<file path="src/rtl/l2cache_nway_control.sv">
// l2cache_nway_control: miss/fill/writeback sequencing for a WAYS-way write-back L2.
// The datapath owns the tag/data/valid/dirty/LRU arrays; this block only steers strobes and muxes.
module l2cache_nway_control #(
  parameter int unsigned WAYS      = 4,
  parameter int unsigned WAY_W     = $clog2(WAYS),
  parameter int unsigned MAX_RETRY = 8
) (
  input  logic             clk,
  input  logic             rst_n,
  input  logic             cpu_cyc,
  input  logic             cpu_stb,
  input  logic             cpu_we,
  output logic             cpu_ack,
  output logic             cpu_err,
  input  logic [WAYS-1:0]  hit_vec,
  input  logic [WAYS-1:0]  valid_vec,
  input  logic [WAYS-1:0]  dirty_vec,
  input  logic [WAY_W-1:0] lru_victim,
  output logic [WAYS-1:0]  way_write,
  output logic [WAYS-1:0]  meta_write,
  output logic             valid_in,
  output logic             dirty_in,
  output logic             lru_write,
  output logic [WAY_W-1:0] lru_way,
  output logic [WAY_W-1:0] victim_way,
  output logic             datainmux_sel,
  output logic             memaddrmux_sel,
  output logic             mem_cyc,
  output logic             mem_stb,
  output logic             mem_we,
  input  logic             mem_ack,
  input  logic             mem_rty
);

  localparam int unsigned CNT_W = $clog2(MAX_RETRY + 1);
  localparam logic [CNT_W:0] MAX_C = (CNT_W + 1)'(MAX_RETRY);

  typedef enum logic [2:0] {
    IDLE, WRITE_BACK, STROBE, ALLOCATE, RETRY_WAIT, ERROR
  } state_t;

  state_t           state_q, state_d;
  state_t           ret_state_q, ret_state_d;
  logic [WAY_W-1:0] victim_q, victim_d;
  logic [CNT_W-1:0] retry_cnt_q, retry_cnt_d;

  logic             req;
  logic             hit;
  logic [WAY_W-1:0] hit_way;
  logic [WAY_W-1:0] free_way;
  logic [WAY_W-1:0] victim_sel;
  logic [CNT_W:0]   cnt_inc;

  assign req     = cpu_cyc & cpu_stb;
  assign hit     = |hit_vec;
  assign cnt_inc = {1'b0, retry_cnt_q} + (CNT_W + 1)'(1);

  // Lowest-index hit way and lowest-index invalid way (scan high to low so low index wins)
  always_comb begin
    hit_way  = '0;
    free_way = '0;
    for (int i = int'(WAYS) - 1; i >= 0; i--) begin
      if (hit_vec[i])    hit_way  = WAY_W'(i);
      if (!valid_vec[i]) free_way = WAY_W'(i);
    end
    victim_sel = (~&valid_vec) ? free_way : lru_victim;
  end

  // Next-state and output decode; outputs are held low while reset is asserted
  always_comb begin
    state_d        = state_q;
    ret_state_d    = ret_state_q;
    victim_d       = victim_q;
    retry_cnt_d    = retry_cnt_q;
    cpu_ack        = 1'b0;
    cpu_err        = 1'b0;
    way_write      = '0;
    meta_write     = '0;
    valid_in       = 1'b0;
    dirty_in       = 1'b0;
    lru_write      = 1'b0;
    lru_way        = '0;
    victim_way     = victim_q;
    datainmux_sel  = 1'b0;
    memaddrmux_sel = 1'b0;
    mem_cyc        = 1'b0;
    mem_stb        = 1'b0;
    mem_we         = 1'b0;

    case (state_q)
      IDLE: begin
        if (req) begin
          if (hit) begin
            cpu_ack   = 1'b1;
            lru_write = 1'b1;
            lru_way   = hit_way;
            if (cpu_we) begin
              datainmux_sel       = 1'b1;
              way_write[hit_way]  = 1'b1;
              meta_write[hit_way] = 1'b1;
              valid_in            = 1'b1;
              dirty_in            = 1'b1;
            end
          end else begin
            victim_d    = victim_sel;
            retry_cnt_d = '0;
            state_d     = (valid_vec[victim_sel] && dirty_vec[victim_sel]) ? WRITE_BACK : ALLOCATE;
          end
        end
      end
      WRITE_BACK: begin
        mem_cyc        = 1'b1;
        mem_stb        = 1'b1;
        mem_we         = 1'b1;
        memaddrmux_sel = 1'b1;
        if (mem_ack) begin
          state_d = STROBE;
        end else if (mem_rty) begin
          ret_state_d = WRITE_BACK;
          state_d     = RETRY_WAIT;
        end
      end
      STROBE: begin
        state_d = ALLOCATE;
      end
      ALLOCATE: begin
        mem_cyc = 1'b1;
        mem_stb = 1'b1;
        if (mem_ack) begin
          way_write[victim_q]  = 1'b1;
          meta_write[victim_q] = 1'b1;
          valid_in             = 1'b1;
          state_d              = IDLE;
        end else if (mem_rty) begin
          ret_state_d = ALLOCATE;
          state_d     = RETRY_WAIT;
        end
      end
      RETRY_WAIT: begin
        if (retry_cnt_q != CNT_W'(MAX_RETRY)) retry_cnt_d = retry_cnt_q + CNT_W'(1);
        state_d = (cnt_inc == MAX_C) ? ERROR : ret_state_q;
      end
      ERROR: begin
        cpu_err = 1'b1;
        state_d = IDLE;
      end
      default: state_d = IDLE;
    endcase

    if (!rst_n) begin
      cpu_ack        = 1'b0;
      cpu_err        = 1'b0;
      way_write      = '0;
      meta_write     = '0;
      valid_in       = 1'b0;
      dirty_in       = 1'b0;
      lru_write      = 1'b0;
      lru_way        = '0;
      victim_way     = '0;
      datainmux_sel  = 1'b0;
      memaddrmux_sel = 1'b0;
      mem_cyc        = 1'b0;
      mem_stb        = 1'b0;
      mem_we         = 1'b0;
    end
  end

  // State, latched victim, retry count and retry return point
  always_ff @(posedge clk) begin
    if (!rst_n) begin
      state_q     <= IDLE;
      ret_state_q <= ALLOCATE;
      victim_q    <= '0;
      retry_cnt_q <= '0;
    end else begin
      state_q     <= state_d;
      ret_state_q <= ret_state_d;
      victim_q    <= victim_d;
      retry_cnt_q <= retry_cnt_d;
    end
  end

endmodule

</file>
<file path="config.mk">
export PLATFORM = sky130hd
export DESIGN_NAME = l2cache_nway_control
export DESIGN_NICKNAME = d
export VERILOG_FILES = /design/src/rtl/l2cache_nway_control.sv
export SDC_FILE = /design/constraint.sdc
export NUM_CORES = 1
export LEC_CHECK = 0
export ABC_AREA = 0
export CAP_MARGIN = 15
export CORE_UTILIZATION = 39
export CTS_CLUSTER_DIAMETER = 60
export DETAILED_ROUTE_END_ITERATION = 7
export GPL_ROUTABILITY_DRIVEN = 0
export HOLD_SLACK_MARGIN = 0.06
export PLACE_DENSITY_LB_ADDON = 0.2
export REMOVE_ABC_BUFFERS = 1
export SLEW_MARGIN = 20
export SYNTH_ARGS = -nofsm -noshare
export SYNTH_HDL_FRONTEND = slang
export SYNTH_SLANG_ARGS = --single-unit
</file>
<file path="constraint.sdc">
create_clock -name clk -period 2.8 [get_ports clk]
set_input_delay 0.56 -clock clk [delete_from_list [all_inputs] [get_ports clk]]
set_output_delay 0.56 -clock clk [all_outputs]
set_load 0.02 [all_outputs]
</file>
==> results of run 1 <==
## cell type report
class	count	area share, %
clock buffer	4	2.53
tap	28	2.44
timing repair buffer	59	37.7
multi-input combinational	90	40.8
sequential	10	13.9
inverter	10	2.61
## worst max-delay path, cell delays in order
cell and delay, ns:
clkdlybuf4s50_1 0.50, buf_4 0.19, nand2_1 0.11, nor3b_1 0.20, clkdlybuf4s50_1 0.63
## worst max-delay path by stage
stage                               end  cells past startpoint  slack, ns
after CTS                       cpu_ack                      5       0.02
after global placement         dirty_in                      4      -0.12
after global routing            cpu_err                      5      0.002
final                           cpu_err                      5       0.06
after floorplan           meta_write[2]                      4       0.46
after detailed placement  meta_write[2]                      5      -0.15
## report_power, final
part	switching, mW	internal [mW]
Clock	0.0551	0.0791
Combinational	0.179	0.168
Sequential	0.0252	0.157
## state kept, by name (all words and copies together), names as in the netlist
register	flops
ret_state_q	1
victim_q	2
retry_cnt_q	4
state_q	3
## timing repair
action,in CTS,in global routing
gates resized for setup,13,5
hold buffers,0,0
pin swaps,0,0
setup endpoints to repair,13,4
## placed cells by master, fill, tap and decap left out, drive strengths merged, types with 2 or more instances in the layout
| cell type | count |
|---|---|
| nor2 | 11 |
| nor3 | 4 |
| inv | 10 |
| a311oi | 2 |
| nand3b | 2 |
| or4 | 2 |
| a31oi | 2 |
| nand4 | 6 |
| o22ai | 3 |
| mux2i | 3 |
| dlymetal6s2s | 4 |
| nand3 | 2 |
| clkdlybuf4s50 | 25 |
| buf | 17 |
| o21a | 2 |
| ha | 2 |
| nand4b | 2 |
| and2 | 2 |
| a21oi | 5 |
| nor3b | 3 |
| dfxtp | 10 |
| a21boi | 4 |
| nand2 | 10 |
| clkbuf | 4 |
| o21ai | 7 |
| or3 | 2 |
| nor4 | 2 |
| dlygate4sd2 | 13 |
## per-stage QoR
step	worst slack, ns	hold WS [ns]	util [%]	instances	instance area, sq um
global placement	-0.121	0.460	64.2	197	1410
finish	0.0582	0.496	65.6	201	1440
CTS	0.0218	0.500	65.1	201	1430
global route	0.00203	0.536	65.6	201	1440
floorplan	0.461	0.440	-	110	823
detailed placement	-0.146	0.480	64.2	197	1410
## routing by layer
layer,vias to the layer above,routed length [um]
met2,29,1380
met1,505,1090
met5,-,0
met4,0,20
met3,4,121
li1,539,-
## kinds of logic after synthesis
kind of cell	after synthesis	synth area share [%]
adder cells (fa/ha/maj)	2	2.79
multiplexers	3	3.34
AND/OR/NAND/NOR	54	35.5
AO/OA/AOI/OAI	30	22.6
XOR/XNOR	1	0.975
buffers and inverters	22	12.5
flip-flops	10	22.3
==> results by group, run 1 <==
STA
  – Min Tclk post-route: between 2 and 3 ns
  – Final slew viol count: 0
  – Relative slew slack: between 60% and 70%
  – Setup violators final: 0
  – Hold Vio Cnt, Final: 0
  – Fmax: 365 MHz
  – Slew at the pin with the worst max-slew slack: around 0.52 ns
  – RSZ-0062 raised after global routing: no
  – Final Skew: roughly 0.0035 ns
  – Setup tns final: 0 ns
  – Tcrit/Tclk final: just under 100%

Die
  – Core footprint: approximately 2200 sq um
  – Die area: approximately 2500 sq um
  – Die Width: 50.0 um
  – Placement Rows: 17
  – IO Count: 43
  – Die height: roughly 50 um
  – Initial core utilization: 41.0%

Min path
  – Hold Crit Class: register to register
  – Hold Crit Depth: 2
  – Hold wc startpoint: ret_state_q[1]$_SDFFE_PN1P_
  – Hold EP: ret_state_q[1]$_SDFFE_PN1P_

Critical path
  – Worst Setup End Kind: output pin
  – CP Launch Point: rst_n
  – CP Data Arrival Time: roughly 2.2 ns
  – Critical Path RT: 2.24 ns
  – Nature of the critical path startpoint: input port
  – Worst R2R Setup Slack: between 1 and 1.5 ns
  – Crit-path max FO: 13
  – Kind of critical path: input port to output pin
  – Worst R2R End: retry_cnt_q[2]$_SDFFE_PN0P_
  – R2R depth: 6
  – Reg-to-reg critical path startpoint: retry_cnt_q[0]$_SDFFE_PN0P_

Synthesis
  – Post-synthesis cell count: between 100 and 150
  – Ys flop type: dfxtp_1
  – List of most frequent post-synthesis cells: 11 x nor2_1, 10 x dfxtp_1, 10 x inv_1, 10 x nand2_1, 8 x buf_4
  – Number of enable flip-flop cells after synthesis: 0
  – Top cells by area, synth: dfxtp_1 22%, buf_4 6.7%, nor2_1 4.6%, inv_1 4.2%, nand2_1 4.2%
  – Synth Warn #: 0
  – Synth Register Bits: 10
  – Yosys cell types: 40
  – Most frequent cell after synthesis: nor2_1
  – Leading area contributor after synthesis: dfxtp_1
  – Async SR Flop Fraction: 0%
  – Top cell type's share of synthesized area: between 20 and 25%
  – Register area share after synthesis: around 22%
  – Synthesized area per cell: roughly 7.4 sq um
  – Mapped Area: 898 sq um

Drt
  – DRC: 0
  – Vias: approximately 1100
  – WL/cell: 13.0 um
  – Drt via density: 5.36
  – Iteration-0 DRC Markers: 18
  – Final WL: approximately 2600 um
  – Antenna Violating Nets Remaining: 0
  – DRT Pass-1 Iters: 5

Finish
  – Layout Nets: a little under 200
  – Multi-input logic area: 586 sq um
  – Synthesis-to-layout area growth: 59.9%
  – Share of cells above drive strength 1: about 14%
  – Seq. cell area: between 200 and 250 sq um
  – Diodes inserted: 0
  – Fillcell total: ~200

Global routing
  – GRT Overall Usage: between 20% and 30%
  – Initial antenna violation count: 0
  – Largest net degree at the start of global routing: 16
  – GRT overflow: 0
  – First-pass GRT wire length: approximately 4300 um
  – Vias in the first global route: ~1100
  – Met3 Usage GRT: under 10%
  – Top Usage Layer GRT: met2
  – Global routing met2 resource utilization: between 40 and 50%
  – Met1 Track Usage GR: between 20% and 30%

Run
  – Max Cap Viol: 0

Clock tree
  – H-tree depth: 1
  – Num Clock Sinks: 10
  – CTS Buf Count: 3
  – CTS tree: done
  – Worst-Skew Late Latency: roughly 0.27 ns
  – Postcts setup bufs: 0
  – Clock Tree Root: clkbuf_4
  – Clock Tree Buf Depth: 2
  – Clock-pin slew on the worst setup and hold paths: around 0.07 ns

Place
  – IO buf count: 42
  – Detailed Place HPWL: roughly 2200 um

Pwr
  – Peak VDD IR: between 300 and 400 uV
  – Power per cell area: about 460 nW/um^2
  – Lkg Pwr: 0.669 nW
  – Tot Pwr: approximately 660 uW

Outcome
  – Run status: complete, no violations
Power figures use the tool's default switching activity.
==> run 2, diff against run 1 <==
- PLACE_DENSITY: unset -> 0.83
- PLACE_DENSITY_LB_ADDON: 0.2 -> unset
- clock period: 2.8 -> 2.7 ns (I/O delays scaled with it)
==> results by group, run 2 (synthesis gave the netlist of run 1 again) <==
STA
  – Setup violators final: 0
  – Min Tclk post-route: between 2 and 3 ns
  – RSZ-0062 raised after global routing: yes
  – Slew at the pin with the worst max-slew slack: 0.452 ns
  – Relative slew slack: 69.5%
  – Tcrit/Tclk final: between 90 and 100%
  – Hold Vio Cnt, Final: 0
  – Final Skew: between 0.0002 and 0.00025 ns
  – Final WS setup: between 0.03 and 0.04 ns
  – Fmax: roughly 380 MHz
  – Final slew viol count: 0

Finish
  – Largest regs: retry_cnt_q (4), state_q (3), victim_q (2)
  – Utilization after layout: around 67%
  – Register name with the most flops: retry_cnt_q
  – Commonest non-fill, non-tap cells in the layout: 23 x buf_4, 22 x clkdlybuf4s50_1, 16 x dlygate4sd2_1
  – Diodes inserted: 0
  – Seq. cell area: approximately 200 sq um
  – Synthesis-to-layout area growth: 63.2%
  – Fillcell total: 206
  – Most common library cell in the layout ignoring fill and taps: buf_4
  – Share of cells above drive strength 1: a little under a fifth
  – Fin cells: ~210
  – Largest register FFs: 4
  – Layout Nets: 203
  – Final instance area: around 1500 sq um
  – Multi-input logic area: about 590 sq um

Die
  – Initial core utilization: around 41%
  – Placement Rows: 17
  – Die height: around 50 um
  – Die Width: between 40 and 50 um
  – Die area: approximately 2500 sq um
  – Core footprint: 2190 sq um
  – IO Count: 43

Pwr
  – Power per cell area: 477 nW/um^2
  – Lkg Pwr: around 0.68 nW
  – Peak VDD IR: 393 uV

Global routing
  – Initial antenna violation count: 0
  – Vias in the first global route: 1085
  – Largest net degree at the start of global routing: 14
  – GRT overflow: 0
  – First-pass GRT wire length: 4520 um
  – GRT Overall Usage: approximately 23%

Critical path
  – CP Data Arrival Time: 2.12 ns
  – R2R depth: 6
  – Worst Setup End Kind: output pin
  – Worst R2R End: retry_cnt_q[2]$_SDFFE_PN0P_
  – Critical Path RT: roughly 2.2 ns
  – Nature of the critical path startpoint: input port
  – CP Launch Point: hit_vec[2]
  – Reg-to-reg critical path startpoint: retry_cnt_q[0]$_SDFFE_PN0P_
  – Crit-path max FO: 4
  – Worst R2R Setup Slack: about 1.1 ns
  – Kind of critical path: input port to output pin

Min path
  – Hold Crit Class: register to register
  – Hold EP: ret_state_q[1]$_SDFFE_PN1P_
  – Hold Crit Depth: 2
  – Hold wc startpoint: ret_state_q[1]$_SDFFE_PN1P_

Place
  – Dpl cells: 203
  – Pre-CTS WS: -0.265 ns
  – IO buf count: 42
  – Detailed Place HPWL: between 2000 and 2500 um
  – Post-Place Cell Area: 1450 sq um

Drt
  – DRT Pass-1 Iters: 5
  – DRC: 0
  – Final WL: ~2700 um
  – WL/cell: 12.9 um
  – Antenna Violating Nets Remaining: 0
  – Vias: 1120
  – Iteration-0 DRC Markers: 40
  – Drt via density: about 5.4

Clock tree
  – CTS Buf Count: 3
  – H-tree depth: 1
  – Clock Tree Root: clkbuf_4
  – Postcts setup bufs: 0
  – CTS Hold Bufs: 0
  – Num Clock Sinks: 10
  – Post-CTS sizing: 18
  – CTS tree: done
  – Clock Tree Buf Depth: 2
  – Clock-pin slew on the worst setup and hold paths: around 0.07 ns
  – Worst-Skew Late Latency: 0.27 ns

Run
  – Max Cap Viol: 0

Outcome
  – Run status: complete, no violations
[run 2: stage by stage]
stage               TNS (ns)  hold slack (ns)  total power, mW
floorplan                  0            0.440            0.369
global placement       -1.80            0.464            0.563
detailed placement     -2.36            0.477            0.577
CTS                        0            0.500            0.699
global route         -0.0138            0.574            0.744
finish                     0            0.503            0.699
[run 2: power by group]
group	internal [mW]	leakage, nW	switching [mW]
Combinational	0.182	0.580	0.196
Sequential	0.163	0.0808	0.0174
Clock	0.0821	0.0210	0.0578
Total	0.428	0.681	0.272
[run 2: critical path: stages]
cell and delay (ns):
clkdlybuf4s50_1 0.46, or4_4 0.56, and3_1 0.23, dlygate4sd2_1 0.33
[run 2: area by class of cell]
type | count | area share (%)
multi-input combinational | 90 | 40.2
inverter | 10 | 2.56
clock buffer | 4 | 2.47
tap | 28 | 2.39
sequential | 10 | 13.7
timing repair buffer | 65 | 38.7
[run 2: routing by layer]
layer | wire [um] | vias to the layer above | global-route usage [%]
met5 | 0 | - | 0
li1 | - | 554 | -
met1 | 1130 | 528 | 26.3
met3 | 117 | 2 | 5.56
met2 | 1410 | 36 | 44.0
met4 | 6 | 0 | 2.38
[run 2: worst max path at each step]
stage,endpoint,depth (start not counted)
after CTS,datainmux_sel,4
final,datainmux_sel,4
after detailed placement,way_write[3],5
after floorplan,meta_write[2],4
after global placement,meta_write[2],5
after global routing,way_write[3],5
==> run 3, diff against run 2 <==
- RECOVER_POWER: unset -> 50
==> results by group, run 3 (synthesis gave the netlist of run 1 again) <==
Outcome
  – Run status: complete, no violations

STA
  – Relative slew slack: 70.1%
  – Min Tclk post-route: around 2.7 ns
  – RSZ-0062 raised after global routing: yes
  – Final slew viol count: 0
  – Setup tns final: 0 ns
  – Fmax: between 300 and 400 MHz
  – Hold Vio Cnt, Final: 0
  – Slew at the pin with the worst max-slew slack: ~0.44 ns
  – Tcrit/Tclk final: between 90% and 100%
  – Final Skew: 0.000312 ns
  – Setup violators final: 0
  – Final WS setup: 0.0403 ns

Critical path
  – CP max-delay cell: clkdlybuf4s50_1
  – Worst R2R End: retry_cnt_q[2]$_SDFFE_PN0P_
  – Crit-path max FO: 2
  – Kind of critical path: input port to output pin
  – Max incr delay on CP: about 0.5 ns
  – R2R depth: 6
  – Worst R2R Setup Slack: approximately 1.1 ns
  – CP Data Arrival Time: around 2.1 ns
  – Nature of the critical path startpoint: input port
  – Top Family by Delay on Critical Path: buffers and inverters
  – Critical Path RT: around 2.2 ns
  – CP Cell Sequence: clkdlybuf4s50_1, nand3b_1, or3_1, o22ai_1, dlygate4sd2_1
  – Number of buffers and inverters on the critical path: 2
  – Worst Setup End Kind: output pin
  – Reg-to-reg critical path startpoint: retry_cnt_q[0]$_SDFFE_PN0P_

Finish
  – Synthesis-to-layout area growth: 60.4%
  – Largest register FFs: 4
  – Fin cells: 207
  – Diodes inserted: 0
  – Layout Nets: approximately 200
  – Most common library cell in the layout ignoring fill and taps: clkdlybuf4s50_1
  – Commonest non-fill, non-tap cells in the layout: 21 x clkdlybuf4s50_1, 20 x buf_4, 16 x dlygate4sd2_1
  – Share of cells above drive strength 1: 17.3%
  – Final instance area: roughly 1400 sq um
  – Largest regs: retry_cnt_q (4), state_q (3), victim_q (2)
  – Register name with the most flops: retry_cnt_q

Clock tree
  – Worst-Skew Late Latency: 0.27 ns
  – CTS tree: done
  – Postcts setup bufs: 0
  – CTS Hold Bufs: 0
  – Num Clock Sinks: 10
  – H-tree depth: 1
  – Clock Tree Root: clkbuf_4
  – CTS Buf Count: 3
  – Clock Tree Buf Depth: 2
  – Clock-pin slew on the worst setup and hold paths: 0.07 ns

Min path
  – Hold Crit Depth: 2
  – Hold EP: ret_state_q[1]$_SDFFE_PN1P_
  – Hold Crit Class: register to register
  – Hold wc startpoint: ret_state_q[1]$_SDFFE_PN1P_

Global routing
  – Initial antenna violation count: 0
  – Largest net degree at the start of global routing: 14
  – Vias in the first global route: around 1100
  – GRT overflow: 0
  – Met3 Usage GRT: 5.56%
  – GRT Overall Usage: a little under a quarter
  – Global routing met2 resource utilization: a little over two fifths
  – Top Usage Layer GRT: met2
  – Met1 Track Usage GR: 26.3%
  – First-pass GRT wire length: about 4500 um

Die
  – Die area: ~2500 sq um
  – Initial core utilization: roughly 40%
  – IO Count: 43
  – Core footprint: approximately 2200 sq um
  – Die height: between 40 and 50 um
  – Placement Rows: 17
  – Die Width: approximately 50 um

Drt
  – Vias: 1121
  – Iteration-0 DRC Markers: 40
  – Drt via density: between 5 and 6
  – DRC: 0
  – WL/cell: about 13 um
  – DRT Pass-1 Iters: 4
  – Antenna Violating Nets Remaining: 0
  – Final WL: 2650 um

Pwr
  – Power per cell area: roughly 480 nW/um^2
  – Tot Pwr: between 600 and 700 uW
  – Lkg Pwr: 0.636 nW
  – Peak VDD IR: roughly 400 uV

Place
  – Dpl cells: between 200 and 250
  – Detailed Place HPWL: approximately 2200 um
  – IO buf count: 42
  – Post-Place Cell Area: 1450 sq um
  – Pre-CTS WS: -0.265 ns

Run
  – Max Cap Viol: 0
[run 3: cell type report]
| class | instances | area, sq um |
|---|---|---|
| multi-input cells | 90 | 589 |
| inverters | 10 | 37.5 |
| well taps | 28 | 35.0 |
| flip-flops and latches | 10 | 200 |
| fillers | 210 | 749 |
| clock buffers | 4 | 36.3 |
| repair buffers | 65 | 543 |
[run 3: where the power goes]
part | switching [mW] | total, mW | leakage, nW | internal, mW
Sequential | 0.0174 | 0.181 | 0.0808 | 0.163
Combinational | 0.196 | 0.371 | 0.535 | 0.175
Clock | 0.0579 | 0.140 | 0.0210 | 0.0821
[run 3: how the worst max path moves through the flow]
stage	from	end	cells after the start
2_1_floorplan	state_q[1]$_SDFFE_PN0P_	meta_write[2]	4
3_3_place_gp	rst_n	meta_write[2]	5
3_5_place_dp	rst_n	way_write[3]	5
4_1_cts	hit_vec[2]	datainmux_sel	4
5_1_grt	rst_n	way_write[3]	5
6_report	rst_n	way_write[3]	5
[run 3: worst reg2reg max path, stage by stage (launching register included)]
cell and delay [ns]:
dfxtp_1 0.40, inv_1 0.09, ha_1 0.20, nand4b_1 0.13
nand2_1 0.11, or4_1 0.43, a21oi_1 0.15
[run 3: metal layers]
metal	up-vias	part of all wire (%)	wire, um
met4	0	0.15	4
li1	553	-	-
met1	528	42	1110
met2	38	53	1410
met5	-	0	0
met3	2	4.8	128
[run 3: what timing repair did]
item                                    4_1_cts  5_1_grt
endpoints found under the hold margin         0        0
endpoints found under the setup margin       18        8
gates resized for setup                      18        7
[run 3: through the flow]
step / utilization (%) / hold WS, ns
floorplan: - / 0.440
global placement: 66.2 / 0.464
detailed placement: 66.2 / 0.477
CTS: 66.9 / 0.500
global route: 65.8 / 0.574
finish: 65.8 / 0.501
